File: config.mk
export PLATFORM = sky130hd
export DESIGN_NAME = jtgng_objdraw
export DESIGN_NICKNAME = d
export VERILOG_FILES = /design/src/rtl/jtgng_objdraw.sv
export SDC_FILE = /design/constraint.sdc
export NUM_CORES = 1
export LEC_CHECK = 0
export BUFFER_PORTS_ARGS = -buffer_cell sky130_fd_sc_hd__buf_2
export CAP_MARGIN = 20
export CELL_PAD_IN_SITES_DETAIL_PLACEMENT = 1
export CELL_PAD_IN_SITES_GLOBAL_PLACEMENT = 1
export CORE_MARGIN = 2
export CORE_UTILIZATION = 25
export DETAILED_ROUTE_END_ITERATION = 10
export HOLD_SLACK_MARGIN = 0.03
export PLACE_DENSITY = 0.6
export SYNTH_ARGS = -nofsm -noshare
export SYNTH_HDL_FRONTEND = slang
export SYNTH_SLANG_ARGS = --single-unit
File: constraint.sdc
create_clock -name clk -period 5.6 [get_ports clk]
set_clock_uncertainty 0.2 [all_clocks]
set_input_delay 0.56 -clock clk [delete_from_list [all_inputs] [get_ports clk]]
set_output_delay 0.56 -clock clk [all_outputs]
set_load 0.005 [all_outputs]
File: src/rtl/jtgng_objdraw.sv
// rtl/jtgng_objdraw.sv - per-line object drawer from slot buffer through object ROM into the line buffer
// Scans the buffered slots after each HINIT, fetches two graphics words per visible slot and writes its opaque pixels.
`timescale 1ns/1ps
module jtgng_objdraw #(
   parameter int         ROM_AW    = 15,
   parameter int         OBJ_SLOTS = 32,
   parameter logic [7:0] EMPTY_Y   = 8'hF8
) (
   input  logic              clk,
   input  logic              rst_n,
   input  logic              cen6,
   input  logic              HINIT,
   input  logic [7:0]        VF,
   input  logic [7:0]        objbuf_data,
   output logic [4:0]        objcnt,
   output logic [3:0]        pxlcnt,
   output logic [ROM_AW-1:0] rom_addr,
   output logic              rom_cs,
   input  logic              rom_ok,
   input  logic [31:0]       rom_data,
   output logic [8:0]        buf_addr,
   output logic [7:0]        buf_data,
   output logic              buf_we,
   output logic              done
);
   typedef enum logic [2:0] {S_IDLE, S_READ, S_CHECK, S_ROM, S_DRAW, S_NEXT} state_t;

   state_t              r_state, w_next;
   logic [4:0]          r_objcnt;
   logic [1:0]          r_pxlcnt;
   logic [2:0]          r_rdcnt;
   logic [7:0]          r_code_lo, r_attr, r_y, r_x;
   logic [3:0]          r_row;
   logic                r_h;
   logic [2:0]          r_pix;
   logic [31:0]         r_pixels;
   logic                r_rom_cs, r_buf_we, r_done;
   logic [ROM_AW-1:0]   r_rom_addr;
   logic [8:0]          r_buf_addr;
   logic [7:0]          r_buf_data;

   logic                w_start, w_hit, w_hflip;
   logic [7:0]          w_d;
   logic [3:0]          w_row, w_pal, w_p;
   logic [9:0]          w_code;
   logic [2:0]          w_sel;
   logic [8:0]          w_pos;

   assign w_start = cen6 & HINIT;
   assign w_d     = VF - r_y;
   assign w_hit   = (r_y != EMPTY_Y) && (w_d[7:4] == 4'd0);
   assign w_hflip = r_attr[2];
   assign w_row   = r_attr[3] ? ~w_d[3:0] : w_d[3:0];
   assign w_code  = {r_attr[7:6], r_code_lo};
   assign w_pal   = {1'b0, r_attr[1], r_attr[5:4]};
   // With hflip the word is read from its last pixel backwards.
   assign w_sel   = w_hflip ? ~r_pix : r_pix;
   assign w_p     = r_pixels[{w_sel, 2'b00} +: 4];
   assign w_pos   = {r_attr[0], r_x} + {5'd0, r_h, r_pix};

   always_ff @(posedge clk) begin
      if (!rst_n) r_state <= S_IDLE;
      else        r_state <= w_next;
   end

   always_comb begin
      w_next = r_state;
      if (w_start) begin
         w_next = S_READ;
      end else begin
         case (r_state)
            S_IDLE:  w_next = S_IDLE;
            S_READ:  if (cen6 && r_rdcnt == 3'd4) w_next = S_CHECK;
            S_CHECK: w_next = w_hit ? S_ROM : S_NEXT;
            S_ROM:   if (rom_ok) w_next = S_DRAW;
            S_DRAW:  if (r_pix == 3'd7) w_next = r_h ? S_NEXT : S_ROM;
            S_NEXT:  w_next = (r_objcnt == 5'(OBJ_SLOTS - 1)) ? S_IDLE : S_READ;
            default: w_next = S_IDLE;
         endcase
      end
   end

   always_ff @(posedge clk) begin
      if (!rst_n) begin
         r_objcnt   <= 5'd0;
         r_pxlcnt   <= 2'd0;
         r_rdcnt    <= 3'd0;
         r_code_lo  <= 8'd0;
         r_attr     <= 8'd0;
         r_y        <= 8'd0;
         r_x        <= 8'd0;
         r_row      <= 4'd0;
         r_h        <= 1'b0;
         r_pix      <= 3'd0;
         r_pixels   <= 32'd0;
         r_rom_cs   <= 1'b0;
         r_rom_addr <= '0;
         r_buf_we   <= 1'b0;
         r_buf_addr <= 9'd0;
         r_buf_data <= 8'd0;
         r_done     <= 1'b1;
      end else begin
         r_buf_we <= 1'b0;
         if (w_start) begin
            r_objcnt <= 5'd0;
            r_pxlcnt <= 2'd0;
            r_rdcnt  <= 3'd0;
            r_rom_cs <= 1'b0;
            r_done   <= 1'b0;
         end else begin
            case (r_state)
               S_READ: if (cen6) begin
                  // Slot RAM data lags its address by one cen6, so byte k lands at count k+1.
                  case (r_rdcnt)
                     3'd1:    r_code_lo <= objbuf_data;
                     3'd2:    r_attr    <= objbuf_data;
                     3'd3:    r_y       <= objbuf_data;
                     3'd4:    r_x       <= objbuf_data;
                     default: ;
                  endcase
                  if (r_rdcnt == 3'd4) begin
                     r_rdcnt  <= 3'd0;
                     r_pxlcnt <= 2'd0;
                  end else begin
                     r_rdcnt <= r_rdcnt + 3'd1;
                     if (r_pxlcnt != 2'd3) r_pxlcnt <= r_pxlcnt + 2'd1;
                  end
               end
               S_CHECK: begin
                  r_row <= w_row;
                  r_h   <= 1'b0;
                  if (w_hit) begin
                     r_rom_cs   <= 1'b1;
                     r_rom_addr <= ROM_AW'({w_code, w_row, w_hflip});
                  end
               end
               S_ROM: if (rom_ok) begin
                  r_rom_cs <= 1'b0;
                  r_pixels <= rom_data;
                  r_pix    <= 3'd0;
               end
               S_DRAW: begin
                  r_buf_we   <= (w_p != 4'hF) && !w_pos[8];
                  r_buf_addr <= w_pos;
                  r_buf_data <= {w_pal, w_p};
                  r_pix      <= r_pix + 3'd1;
                  if (r_pix == 3'd7 && !r_h) begin
                     r_h        <= 1'b1;
                     r_rom_cs   <= 1'b1;
                     r_rom_addr <= ROM_AW'({w_code, r_row, ~w_hflip});
                  end
               end
               S_NEXT: begin
                  if (r_objcnt == 5'(OBJ_SLOTS - 1)) begin
                     r_done <= 1'b1;
                  end else begin
                     r_objcnt <= r_objcnt + 5'd1;
                     r_pxlcnt <= 2'd0;
                     r_rdcnt  <= 3'd0;
                  end
               end
               default: ;
            endcase
         end
      end
   end

   assign objcnt   = r_objcnt;
   assign pxlcnt   = {2'b00, r_pxlcnt};
   assign rom_addr = r_rom_addr;
   assign rom_cs   = r_rom_cs;
   assign buf_addr = r_buf_addr;
   assign buf_data = r_buf_data;
   assign buf_we   = r_buf_we;
   assign done     = r_done;
endmodule
Yosys cells after proc, flatten, opt, wreduce, memory -nomap -nowiden
Index checks and enable logic that the tools add are counted.
{"block": "classes", "n_eq_ne": 25, "bitwise_logic": 8, "n_addsub": 6, "reduce_logical": 32, "muxes": 32, "n_shift": 1}
{"op": "32-bit by 6-bit indexed part select with 4-bit output", "count": 1}
{"op": "15-bit two-way mux", "count": 2}
{"op": "3-bit two-way mux", "count": 10}
{"op": "15-bit case mux with 2 select lines", "count": 1}
{"op": "4-bit AND reduction", "count": 7}
{"op": "3-bit AND reduction", "count": 6}
{"op": "2-bit inequality test, second input constant", "count": 8}
{"op": "3-bit case mux with 5 select lines", "count": 1}
{"op": "3-bit by 2-bit equality test with 1-bit output, second input constant", "count": 4}
{"op": "3-bit equality test, second input constant", "count": 4}
{"op": "3-bit inequality test, second input constant", "count": 4}
{"op": "3-bit case mux with 2 select lines", "count": 2}
{"op": "2-bit nonzero test", "count": 5}
{"op": "9-bit by 4-bit adder with 9-bit output", "count": 1}
{"op": "1-bit two-way mux", "count": 8}
{"op": "2-bit two-way mux", "count": 4}
{"op": "8-bit inequality test, second input constant", "count": 1}
{"op": "2-bit AND reduction", "count": 4}
{"op": "8-bit subtractor", "count": 1}
{"op": "3-bit by 1-bit adder with 3-bit output, second input constant", "count": 2}
{"op": "3-bit by 1-bit equality test with 1-bit output, second input constant", "count": 2}
{"op": "5-bit by 1-bit adder with 5-bit output, second input constant", "count": 1}
{"op": "5-bit equality test, second input constant", "count": 1}
{"op": "1-bit inverter", "count": 5}
{"op": "other kinds (15)", "count": 19}
{"block": "word_totals", "output_inout_bits": 44, "input_bits": 53, "reg_bits": 119}

Logic depth before layout (Yosys ltp)
Gate-level depths: netlist of run 1.
{"block": "depth", "depth_word": 6, "mapped_depth": 12, "mapped_depth_nobuf": 10}

Worst setup path before layout of run 1
OpenSTA, ideal clock, no wires.
{"block": "synth_path", "kind": "input to register", "from": "input VF[0]", "to": "register r_rom_addr[10] (netlist: rom_addr[10])", "path_stages": 12, "setup_ns": 0.118, "required_ns": 5.282, "arrival_time_ns": 2.615, "path_slack_ns": 2.667, "path_cell_list": "inv_1 ha_1 inv_1 fa_1 a21o_1 a221oi_2 xor2_1 nand3_1 o32a_1 buf_6 buf_12 mux2i_1"}
{"block": "synth_between", "elab_chain_cells": 5}
{"element": "start, declared", "line": "13", "source": "input logic [7:0] VF,"}
{"element": "8-bit subtractor", "line": "50", "source": "assign w_d = VF - r_y;"}
{"element": "4-bit zero test", "line": "51", "source": "assign w_hit = (r_y != EMPTY_Y) && (w_d[7:4] == 4'd0);"}
{"element": "1-bit logical AND", "line": "51"}
{"element": "2-bit inequality test (no line)"}
{"element": "4-bit AND reduction (no line)"}
{"element": "end signal, assigned", "line": "134", "source": "r_rom_addr <= ROM_AW'({w_code, w_row, w_hflip});"}
{"element": "end signal, assigned", "line": "150", "source": "r_rom_addr <= ROM_AW'({w_code, r_row, ~w_hflip});"}
{"element": "end, declared", "line": "38", "source": "logic [ROM_AW-1:0] r_rom_addr;"}
Every way passes these cells.
A chain may end at the register's enable or synchronous reset.

Worst setup path after layout of run 1
{"block": "layout_path", "from": "register r_y[4]", "to": "register r_rom_addr[4] (netlist: rom_addr[4])"}
{"block": "layout_between", "elab_chain_cells": 5, "word_cells_on_any_way": 6, "classes_between": "add/sub: 1; eq/ne: 2; reduce/logical: 3"}
{"element": "start, declared", "line": "32", "source": "logic [7:0] r_code_lo, r_attr, r_y, r_x;"}
{"element": "start signal, assigned", "line": "117", "source": "3'd3: r_y <= objbuf_data;"}
{"element": "8-bit subtractor", "line": "50"}
{"element": "4-bit zero test", "line": "51"}
{"element": "1-bit logical AND *", "line": "51"}
{"element": "2-bit inequality test (no line) *"}
{"element": "4-bit AND reduction (no line) *"}
Every way passes the cells marked *; elsewhere a longest branch is shown, timed or not.

==> metrics.md, run 1 <==
| Metric | Value |
|---|---|
| Status | finished clean |
| Routed wl met2 | 6820 um |
| Routed Antenna Nets | 0 |
| Syn Area/Cell | 8.94 sq um |
| M1 WL | 7260 um |
| Synth top area share | 42.7% |
| Initial antenna violation count | 1 |
| Setup tns final | 0 ps |
| Final worst path period need | 3130 ps |
| H-tree Lvls | 4 |
| Largest net degree at the start of global routing | 48 |
| CP max FO | 15 |
| Post-Layout Cell Count | 1000 |
| Post-CTS Resized | 0 |
| WP data arrival | 3260 ps |
| Final Setup Violations | 0 |
| Dpl hpwl | 10900 um |
| RSZ-0062 raised after global routing | false |
| Max_slew headroom | 31.3% |
| Layout Nets | 783 |
| Final Cycle Share | 55.9% |
| Post-route worst hold slack | 177 ps |
| Via count | 4510 |
| Port bufs | 93 |
| Highest clock rate | 0.320 GHz |
| Die footprint | 0.0236 sq mm |
| Drt drc | 0 |
| Clock sinks | 119 |
| Layout area overhead | 22.8% |
| CP Capture Type | flip-flop |
| First-pass GRT wire length | 24600 um |
| Pleak | 2.79 nW |
| Synthesized flop and latch total | 119 |
| Layout cells sized above 1 | 20.3% |
| Die Wd | 153 um |
| WL final | 15000 um |
| CTS root buffer | clkbuf_16 |
| Initial drt markers | 132 |
| Top Metal Used | met4 |
| Ports | 97 |
| Fin. max-slew vios | 0 |
| Worst-path clk slew | 60 ps |
| Post-CTS Hold Fix Bufs | 0 |
| Netlist cell types | 56 |
| Power Density | 294 mW/mm^2 |
| Most common cell after layout, fill and taps aside | nand2_1 |
| Clock Tree Buf Depth | 2 |
| Hold Crit Class | in -> reg |
| Gpl congestion | 0.774 |
| Placed Cells | 966 |
| Area contributors post-synth | dfxtp_1 43%, mux2i_1 10%, nand2_1 8.6% |
| Synth Instances | 625 |
| Peak VDD IR | 0.187 mV |
| Initial core utilization | 25.5% |
| Startpoint class of the critical path | flip-flop |
| Critical path required time | 5730 ps |
| Synth area leader | dfxtp_1 |
| Most frequent cells in the layout | 128 x nand2_1, 119 x dfxtp_1, 93 x buf_2 |
| Synthesized area | 0.00559 sq mm |
| Worst-Skew Late Latency | 410 ps |
| Post-synthesis sequential area ratio | 42.7% |
| Cell Rows | 54 |
| Chip Height | 153 um |
| YS warnings | 0 |
| Number of global-route vias before repair | 4681 |
| Total gr overflow | 0 |
| Pwr Total | 2.01 mW |
| CTS tree | built |
| Ys flop type | dfxtp_1 |
| Via/cell ratio | 4.51 |
| Pre-antenna DRT Iters | 4 |
| Wire length per cell | 15.0 um |
| Number of flops mapped to enable cells by yosys | 0 |
| Worst Setup Path Type | reg -> reg |
| Max Cap Viol | 0 |
| TritonCTS buffer count | 17 |
| GRT Total Usage | 13.2% |
| Final Hold Viols | 0 |
| Postcts setup bufs | 0 |
| Met3 wire length | 758 um |
| FFs w/ async S/R, synth | 0% |
| Core box area | 0.0219 sq mm |
| Slew @ Worst Pin | 1030 ps |
cells by family (layout without fill, tap and decap cells):
kind of cell / Yosys count / after routing / share of synthesized area [%]
other cells: 1 / 4 / 0.0671
compound gates: 104 / 104 / 11.8
buf+inv: 54 / 146 / 4.44
flops: 119 / 119 / 42.7
simple gates: 234 / 234 / 17.6
xor+xnor: 23 / 23 / 3.61
mux: 66 / 66 / 14.2
fa+ha+maj: 24 / 24 / 5.65
stage by stage:
stage | utilization [%] | setup WS (ps) | instance area [sq um]
after floorplan | - | 2670 | 5590
after CTS | 31.2 | 2430 | 6840
after global placement | 28.6 | 2200 | 6250
after global routing | 31.3 | 2270 | 6850
after detailed placement | 28.6 | 2130 | 6250
final | 31.3 | 2470 | 6860
state kept, by name, summed over array words and instances, names as in the netlist:
signal / flops
buf_data: 7
r_rdcnt: 3
r_row: 4
r_y: 8
rom_addr: 15
objcnt: 5
buf_addr: 9
r_attr: 8
r_state: 3
buf_we: 1
r_code_lo: 8
r_pix: 3
done: 1
rom_cs: 1
r_pixels: 32
r_pxlcnt: 2
r_h: 1
r_x: 8
cells in the mapped netlist, types with 3 or more instances:
cell	n
a211oi_1	11
a21o_1	4
a21oi_1	52
a22oi_1	5
a31oi_1	3
and2_1	3
buf_4	3
clkbuf_1	29
dfxtp_1	119
ha_1	22
inv_1	16
mux2i_1	56
mux4_1	8
nand2_1	128
nand2b_1	6
nand3_1	4
nand4_1	3
nor2_1	68
nor2b_1	5
nor3_1	3
o21a_1	3
o21ai_0	13
xnor2_1	11
xor2_1	12
worst max-delay path, cell delays in order, from the launching register on:
cell	delay, ps
dfxtp_1	320
inv_1	50
ha_1	330
a21o_1	250
a21o_1	230
o31a_2	340
o2bb2ai_2	230
o32a_1	830
mux2i_1	270
final timing paths:
kind,slack [ps],from,to,cells past startpoint
max,2470,r_y[4],rom_addr[4],8
min reg2reg,250,buf_addr[4],buf_addr[4],2
min,180,rom_data[21],r_pixels[21],3
max reg2reg,2470,r_y[4],rom_addr[4],8
final cells by class:
cell class	instances	area [sq um]
repair buffers	97	503
fillers	2633	15000
well taps	280	350
multi-input cells	454	2970
inverters	17	63.8
clock inverters	11	124
diodes	1	2.50
clock buffers	21	460
flip-flops and latches	119	2380
where the power goes:
| group | internal, mW | total, mW | switching, mW |
|---|---|---|---|
| clock | 0.678 | 1.08 | 0.401 |
| combinational | 0.0320 | 0.0842 | 0.0522 |
| sequential | 0.849 | 0.852 | 0.00282 |
| total | 1.56 | 2.01 | 0.456 |
metal layers:
metal | GRT usage, % | up-vias
met1 | 17.3 | 2137
li1 | - | 2278
met2 | 20.8 | 81
met5 | 0 | -
met4 | 3.80 | 0
met3 | 4.08 | 14
Power figures use the tool's default switching activity.
==> inputs of run 2 (changes only) <==
==> constraint.sdc (replaced) <==
create_clock -name clk -period 3.2 [get_ports clk]
set_clock_uncertainty 0.2 [all_clocks]
set_input_delay 0.32 -clock clk [delete_from_list [all_inputs] [get_ports clk]]
set_output_delay 0.32 -clock clk [all_outputs]
set_load 0.005 [all_outputs]
==> run 2 against run 1 <==
Effect of this change: worst hold slack worse by 140 ps; cell count up 4.0%; utilization up 1.8 points; sequential share of layout area down 1.9 points; non-clock buffer count up 41; worst setup slack worse by 2200 ps; critical endpoint is now rom_addr[0]; highest routed layer unchanged.
==> metrics.md, run 2 (synthesis results as in run 1) <==
| Metric | Value |
|---|---|
| Register Area | 0.00238 sq mm (unchanged) |
| Sw Ratio | 23.7% (was 22.6%) |
| CTS tree | built (unchanged) |
| Gpl congestion | 0.765 (was 0.774) |
| Worst Min Path Start | objbuf_data[4] (was rom_data[21]) |
| Worst hold endpoint | r_y[4] (was r_pixels[21]) |
| Multi-input gate area | 0.00297 sq mm (unchanged) |
| Postcts setup bufs | 0 (unchanged) |
| Initial core utilization | 25.5% (unchanged) |
| Final Setup Violations | 0 (unchanged) |
| Layout Nets | 824 (was 783) |
| Cell Rows | 54 (unchanged) |
| Layout area overhead | 30.0% (was 22.8%) |
| Drt drc | 0 (unchanged) |
| Post-route worst hold slack | 39.4 ps (was 177 ps) |
| Status | finished clean (unchanged) |
| Critical path, cell by cell | ha_1 > inv_1 > fa_1 > a21o_1 > a221oi_2 > xor2_1 > nand3_1 > o32a_1 > buf_4 > mux2i_1 (was inv_1 > ha_1 > a21o_1 > a21o_1 > o31a_2 > o2bb2ai_2 > o32a_1 > mux2i_1) |
| Most common cell after layout, fill and taps aside | nand2_1 (unchanged) |
| First-pass GRT wire length | 25100 um (was 24600 um) |
| Pleak | 2.97 nW (was 2.79 nW) |
| Ports | 97 (unchanged) |
| Buf+Inv Stages, Crit Path | 2 (was 1) |
| Pwr Total | 3.60 mW (was 2.01 mW) |
| Largest net degree at the start of global routing | 58 (was 48) |
| CP delay by family, top | compound AO/OA/AOI/OAI gates (unchanged) |
| Initial drt markers | 177 (was 132) |
| Highest-delay cell along the critical path | fa_1 (was o32a_1) |
| Filler cells | 2610 (was 2633) |
| Number of flip-flops in the largest register | 32 (unchanged) |
| CTS root buffer | clkbuf_16 (unchanged) |
| CP peak stage delay | 400 ps (was 830 ps) |
| H-tree Lvls | 4 (unchanged) |
| Pint | 2.75 mW (was 1.56 mW) |
| Comb pwr share | 5.2% (was 4.2%) |
| Number of global-route vias before repair | 4793 (was 4681) |
| NetSw | 0.851 mW (was 0.456 mW) |
| R2R cell count | 10 (was 8) |
| CP max FO | 15 (unchanged) |
| Highest clock rate | 0.343 GHz (was 0.320 GHz) |
| Most frequent cells in the layout | 128 x nand2_1, 119 x dfxtp_1, 93 x buf_2 (unchanged) |
| Worst-path clk slew | 60 ps (about the same) |
| Hold Crit Class | in -> reg (unchanged) |
| Sequential power share | 41.4% (was 42.3%) |
| WP data arrival | 3010 ps (was 3260 ps) |
| Final core occ | 33.2% (was 31.3%) |
| Critical path required time | 3300 ps (was 5730 ps) |
| Worst-Skew Late Latency | 420 ps (was 410 ps) |
| WL final | 15500 um (was 15000 um) |
| Hold depth | 3 (unchanged) |
| Die Wd | 153 um (unchanged) |
| Via/cell ratio | 4.47 (was 4.51) |
| Via count | 4645 (was 4510) |
| Peak VDD IR | 0.373 mV (was 0.187 mV) |
| Max_slew headroom | 58.4% (was 31.3%) |
| Total gr overflow | 0 (unchanged) |
| Clock Tree Buf Depth | 2 (unchanged) |
| Reg2reg setup slack | 280 ps (was 2470 ps) |
| Top reg by flops | r_pixels (unchanged) |
| Dpl ws | 215 ps (was 2130 ps) |
| Layout Cell Area excl Fill | 0.00726 sq mm (was 0.00686 sq mm) |
| Critical R2R Launch | r_y[0] (was r_y[4]) |
| Placed instance area | 0.00632 sq mm (was 0.00625 sq mm) |
| Worst r2r dst | rom_addr[0] (was rom_addr[4]) |
| Worst Setup Path Type | reg -> reg (unchanged) |
| CP Capture Type | flip-flop (unchanged) |
| Chip Height | 153 um (unchanged) |
| Final Hold Viols | 0 (unchanged) |
| Setup tns final | 0 ps (unchanged) |
| Placed Cells | 973 (was 966) |
| Pre-antenna DRT Iters | 4 (unchanged) |
| Final Cycle Share | 91.2% (was 55.9%) |
| Layout cells sized above 1 | 20.1% (was 20.3%) |
| Post-Layout Cell Count | 1040 (was 1000) |
| Fin. max-slew vios | 0 (unchanged) |
| Port bufs | 93 (unchanged) |
| Die footprint | 0.0236 sq mm (unchanged) |
| ANT cells | 0 (was 1) |
| Part of the power in the clock network | 53.4% (was 53.5%) |
| Initial antenna violation count | 0 (was 1) |
| Dpl hpwl | 10800 um (was 10900 um) |
| Max Cap Viol | 0 (unchanged) |
| TritonCTS buffer count | 17 (unchanged) |
| Power Density | 495 mW/mm^2 (was 294 mW/mm^2) |
| GRT Total Usage | 13.4% (was 13.2%) |
| Final worst path period need | 2920 ps (was 3130 ps) |
| Core box area | 0.0219 sq mm (unchanged) |
| RSZ-0062 raised after global routing | false (unchanged) |
| Routed Antenna Nets | 0 (unchanged) |
| Slew @ Worst Pin | 624 ps (was 1030 ps) |
| Startpoint class of the critical path | flip-flop (unchanged) |
| Wire length per cell | 14.9 um (was 15.0 um) |
| Clock sinks | 119 (unchanged) |
| Final Worst Setup Slack | 283 ps (was 2470 ps) |
==> run 2: cell types whose count changed in the layout (fill, tap and decap cells not counted) <==
cell / change
buf_8: -1
buf_4: +6
clkinv_4: +2
dlygate4sd3_1: +35
clkinv_2: -1
clkbuf_8: -1
diode_2: -1
buf_12: +1
clkinvlp_4: -1
inv_6: +2
clkbuf_1: -1
==> run 2: area by class of cell <==
cell class,count,area share [%]
Clock buffer,19,6.10
Clock inverter,13,2.02
Sequential cell,119,32.8
Multi-Input combinational cell,454,40.9
Inverter,17,0.879
Tap cell,280,4.83
Timing Repair Buffer,138,12.4
==> run 2: how the worst max path moves through the flow <==
| stage | startpoint | endpoint | slack [ps] | depth (start not counted) |
|---|---|---|---|---|
| after floorplan | VF[0] | rom_addr[10] | 510 | 12 |
| after global placement | VF[0] | rom_addr[6] | 290 | 12 |
| after detailed placement | VF[0] | rom_addr[0] | 220 | 12 |
| after CTS | r_y[0] | rom_addr[0] | 300 | 10 |
| after global routing | r_y[0] | rom_addr[10] | 120 | 10 |
| final | r_y[0] | rom_addr[0] | 280 | 10 |
==> run 2: what timing repair did <==
| action | CTS | global route |
|---|---|---|
| hold endpoints to repair | 39 | 0 |
| hold buffers | 35 | 0 |
| endpoints found under the setup margin | 0 | 0 |
| resized for setup | 0 | 0 |
==> run 2: tightest hold or removal path: stages <==
cell and delay, ps:
buf_2 140, mux2i_1 80, nor2_1 80
==> run 2: per-layer routing <==
metal  track usage [%]  vias up  wire, um
met2              21.0       80      7000
met3              3.86       14       680
met4              3.93        0       183
li1                  -     2366         -
met5                 0        -         0
met1              17.8     2185      7580
==> run 2: power groups by stage <==
stage	combinational, mW	clock, mW	sequential [mW]
floorplan	0.0858	0	1.52
global placement	0.152	0	1.52
detailed placement	0.153	0	1.52
CTS	0.186	1.97	1.49
global route	0.205	2.04	1.49
finish	0.185	1.92	1.49
==> inputs of run 3 (changes only) <==
==> constraint.sdc (replaced) <==
create_clock -name clk -period 3.7 [get_ports clk]
set_clock_uncertainty 0.2 [all_clocks]
set_input_delay 0.37 -clock clk [delete_from_list [all_inputs] [get_ports clk]]
set_output_delay 0.37 -clock clk [all_outputs]
set_load 0.005 [all_outputs]
==> run 3 against run 2 <==
Effect of this change: flip-flop and latch count unchanged; clock-buffer cell count up 2; cell count down 0.58%; largest power group unchanged; combinational power down 17%; sequential share of layout area about the same; worst setup slack better by 400 ps.
==> metrics.md, run 3 (synthesis results as in run 1) <==
| Metric | Value |
|---|---|
| Status | finished clean (unchanged) |
| Critical path required time | 3800 ps (was 3300 ps) |
| Port bufs | 93 (unchanged) |
| Highest clock rate | 0.332 GHz (was 0.343 GHz) |
| Post-Layout Cell Count | 1034 (was 1040) |
| WP data arrival | 3110 ps (was 3010 ps) |
| Critical path, cell by cell | ha_1 > inv_1 > fa_1 > a21o_1 > a221oi_2 > xor2_1 > nand3_1 > o32a_1 > buf_12 > mux2i_1 (was ha_1 > inv_1 > fa_1 > a21o_1 > a221oi_2 > xor2_1 > nand3_1 > o32a_1 > buf_4 > mux2i_1) |
| Worst-path clk slew | 60 ps (about the same) |
| Layout area overhead | 30.1% (was 30.0%) |
| Chip Height | 153 um (unchanged) |
| WL final | 15300 um (was 15500 um) |
| Most frequent cells in the layout | 128 x nand2_1, 119 x dfxtp_1, 93 x buf_2 (unchanged) |
| Max_slew headroom | 36.4% (was 58.4%) |
| Via count | 4651 (was 4645) |
| Most common cell after layout, fill and taps aside | nand2_1 (unchanged) |
| Final worst path period need | 3020 ps (was 2920 ps) |
| Hold Crit Class | in -> reg (unchanged) |
| GRT busiest layer | met2 (unchanged) |
| Die footprint | 0.0236 sq mm (unchanged) |
| Buf+Inv Stages, Crit Path | 2 (unchanged) |
| Layout Nets | 817 (was 824) |
| Top reg by flops | r_pixels (unchanged) |
| Met2 Track Usage GR | 21.6% (was 21.0%) |
| Highest-delay cell along the critical path | o32a_1 (was fa_1) |
| Initial drt markers | 148 (was 177) |
| Fin. max-slew vios | 0 (unchanged) |
| CP max FO | 10 (was 15) |
| Setup tns final | 0 ps (unchanged) |
| Pleak | 2.97 nW (about the same) |
| Number of global-route vias before repair | 4736 (was 4793) |
| Clock sinks | 119 (unchanged) |
| Postcts setup bufs | 0 (unchanged) |
| Dpl ws | 506 ps (was 215 ps) |
| Startpoint class of the critical path | flip-flop (unchanged) |
| Total gr overflow | 0 (unchanged) |
| Dpl hpwl | 11000 um (was 10800 um) |
| CTS root buffer | clkbuf_16 (unchanged) |
| Number of flip-flops in the largest register | 32 (unchanged) |
| First-pass GRT wire length | 25000 um (was 25100 um) |
| Power Density | 442 mW/mm^2 (was 495 mW/mm^2) |
| Die Wd | 153 um (unchanged) |
| Peak VDD IR | 0.314 mV (was 0.373 mV) |
| Routed Antenna Nets | 0 (unchanged) |
| Pwr Total | 3.21 mW (was 3.60 mW) |
| Wire length per cell | 14.8 um (was 14.9 um) |
| Cell Rows | 54 (unchanged) |
| CTS tree | built (unchanged) |
| Initial core utilization | 25.5% (unchanged) |
| Worst-Skew Late Latency | 420 ps (about the same) |
| CP peak stage delay | 560 ps (was 400 ps) |
| Routing usage on met1 | 17.4% (was 17.8%) |
| Worst Setup Path Type | reg -> reg (unchanged) |
| Pre-antenna DRT Iters | 4 (unchanged) |
| Core box area | 0.0219 sq mm (unchanged) |
| Final Cycle Share | 81.5% (was 91.2%) |
| TritonCTS buffer count | 17 (unchanged) |
| Final core occ | 33.2% (about the same) |
| Ports | 97 (unchanged) |
| Final Hold Viols | 0 (unchanged) |
| Gpl congestion | 0.767 (was 0.765) |
| Placed Cells | 969 (was 973) |
| Largest net degree at the start of global routing | 87 (was 58) |
| Layout cells sized above 1 | 19.7% (was 20.1%) |
| Final Worst Setup Slack | 685 ps (was 283 ps) |
| Slew @ Worst Pin | 950 ps (was 624 ps) |
| Clock Tree Buf Depth | 2 (unchanged) |
| RSZ-0062 raised after global routing | false (unchanged) |
| Met3 Use GR | 3.49% (was 3.86%) |
| Via/cell ratio | 4.50 (was 4.47) |
| CP delay by family, top | compound AO/OA/AOI/OAI gates (unchanged) |
| GRT Total Usage | 13.4% (about the same) |
| Drt drc | 0 (unchanged) |
| CP Capture Type | flip-flop (unchanged) |
| Final Setup Violations | 0 (unchanged) |
| H-tree Lvls | 4 (unchanged) |
| Max Cap Viol | 0 (unchanged) |
| Post-CTS Resized | 0 (unchanged) |
| Initial antenna violation count | 1 (was 0) |
[run 3: cell count changes in the layout (fill, tap and decap cells not counted)]
| cell | delta |
|---|---|
| dlygate4sd3_1 | -3 |
| buf_16 | +1 |
| inv_6 | -2 |
| bufinv_16 | +2 |
| buf_4 | -5 |
| clkbuf_8 | +1 |
| clkbuf_1 | +1 |
| diode_2 | +1 |
| clkinv_4 | -2 |
[run 3: routing by layer]
metal,wire length [um],vias up
met5,0,-
met4,188,0
met3,690,17
met2,7120,86
met1,7330,2201
li1,-,2347
[run 3: where the power goes]
group          leakage [nW]  switching, mW  total, mW  internal (mW)
clock network         0.304          0.607       1.77           1.16
registers             0.959        0.00451       1.29           1.28
logic                  1.71         0.0834      0.154         0.0703
[run 3: final timing paths]
| check | start | to | slack [ps] | depth (start not counted) |
|---|---|---|---|---|
| setup / recovery | r_y[0] | rom_addr[12] | 680 | 10 |
| hold / removal | objbuf_data[6] | r_y[6] | 80 | 3 |
| setup reg to reg | r_y[0] | rom_addr[12] | 680 | 10 |
| hold reg to reg | r_code_lo[3] | rom_addr[8] | 250 | 2 |
[run 3: layout make-up]
type | instances | area [sq um]
Fill cell | 2585 | 14600
Multi-Input combinational cell | 454 | 2970
Sequential cell | 119 | 2380
Timing Repair Buffer | 131 | 863
Clock buffer | 21 | 460
Tap cell | 280 | 350
Clock inverter | 11 | 171
Inverter | 17 | 63.8
Antenna cell | 1 | 2.50
[run 3: timing repair]
| action | 4_1_cts | 5_1_grt |
|---|---|---|
| endpoints found under the hold margin | 32 | 0 |
| hold buffers | 32 | 0 |
| endpoints found under the setup margin | 0 | 0 |
[run 3: per-stage QoR]
step / instance area (sq um) / hold slack (ps)
4_1_cts: 7260 / 69.0
2_1_floorplan: 5590 / 231
5_1_grt: 7260 / 87.3
6_report: 7260 / 84.4
3_3_place_gp: 6280 / 240
3_5_place_dp: 6310 / 246
[run 3: worst min-delay path, stage by stage]
cell and delay, ps:
buf_2 140, mux2i_1 80, nor2_1 80
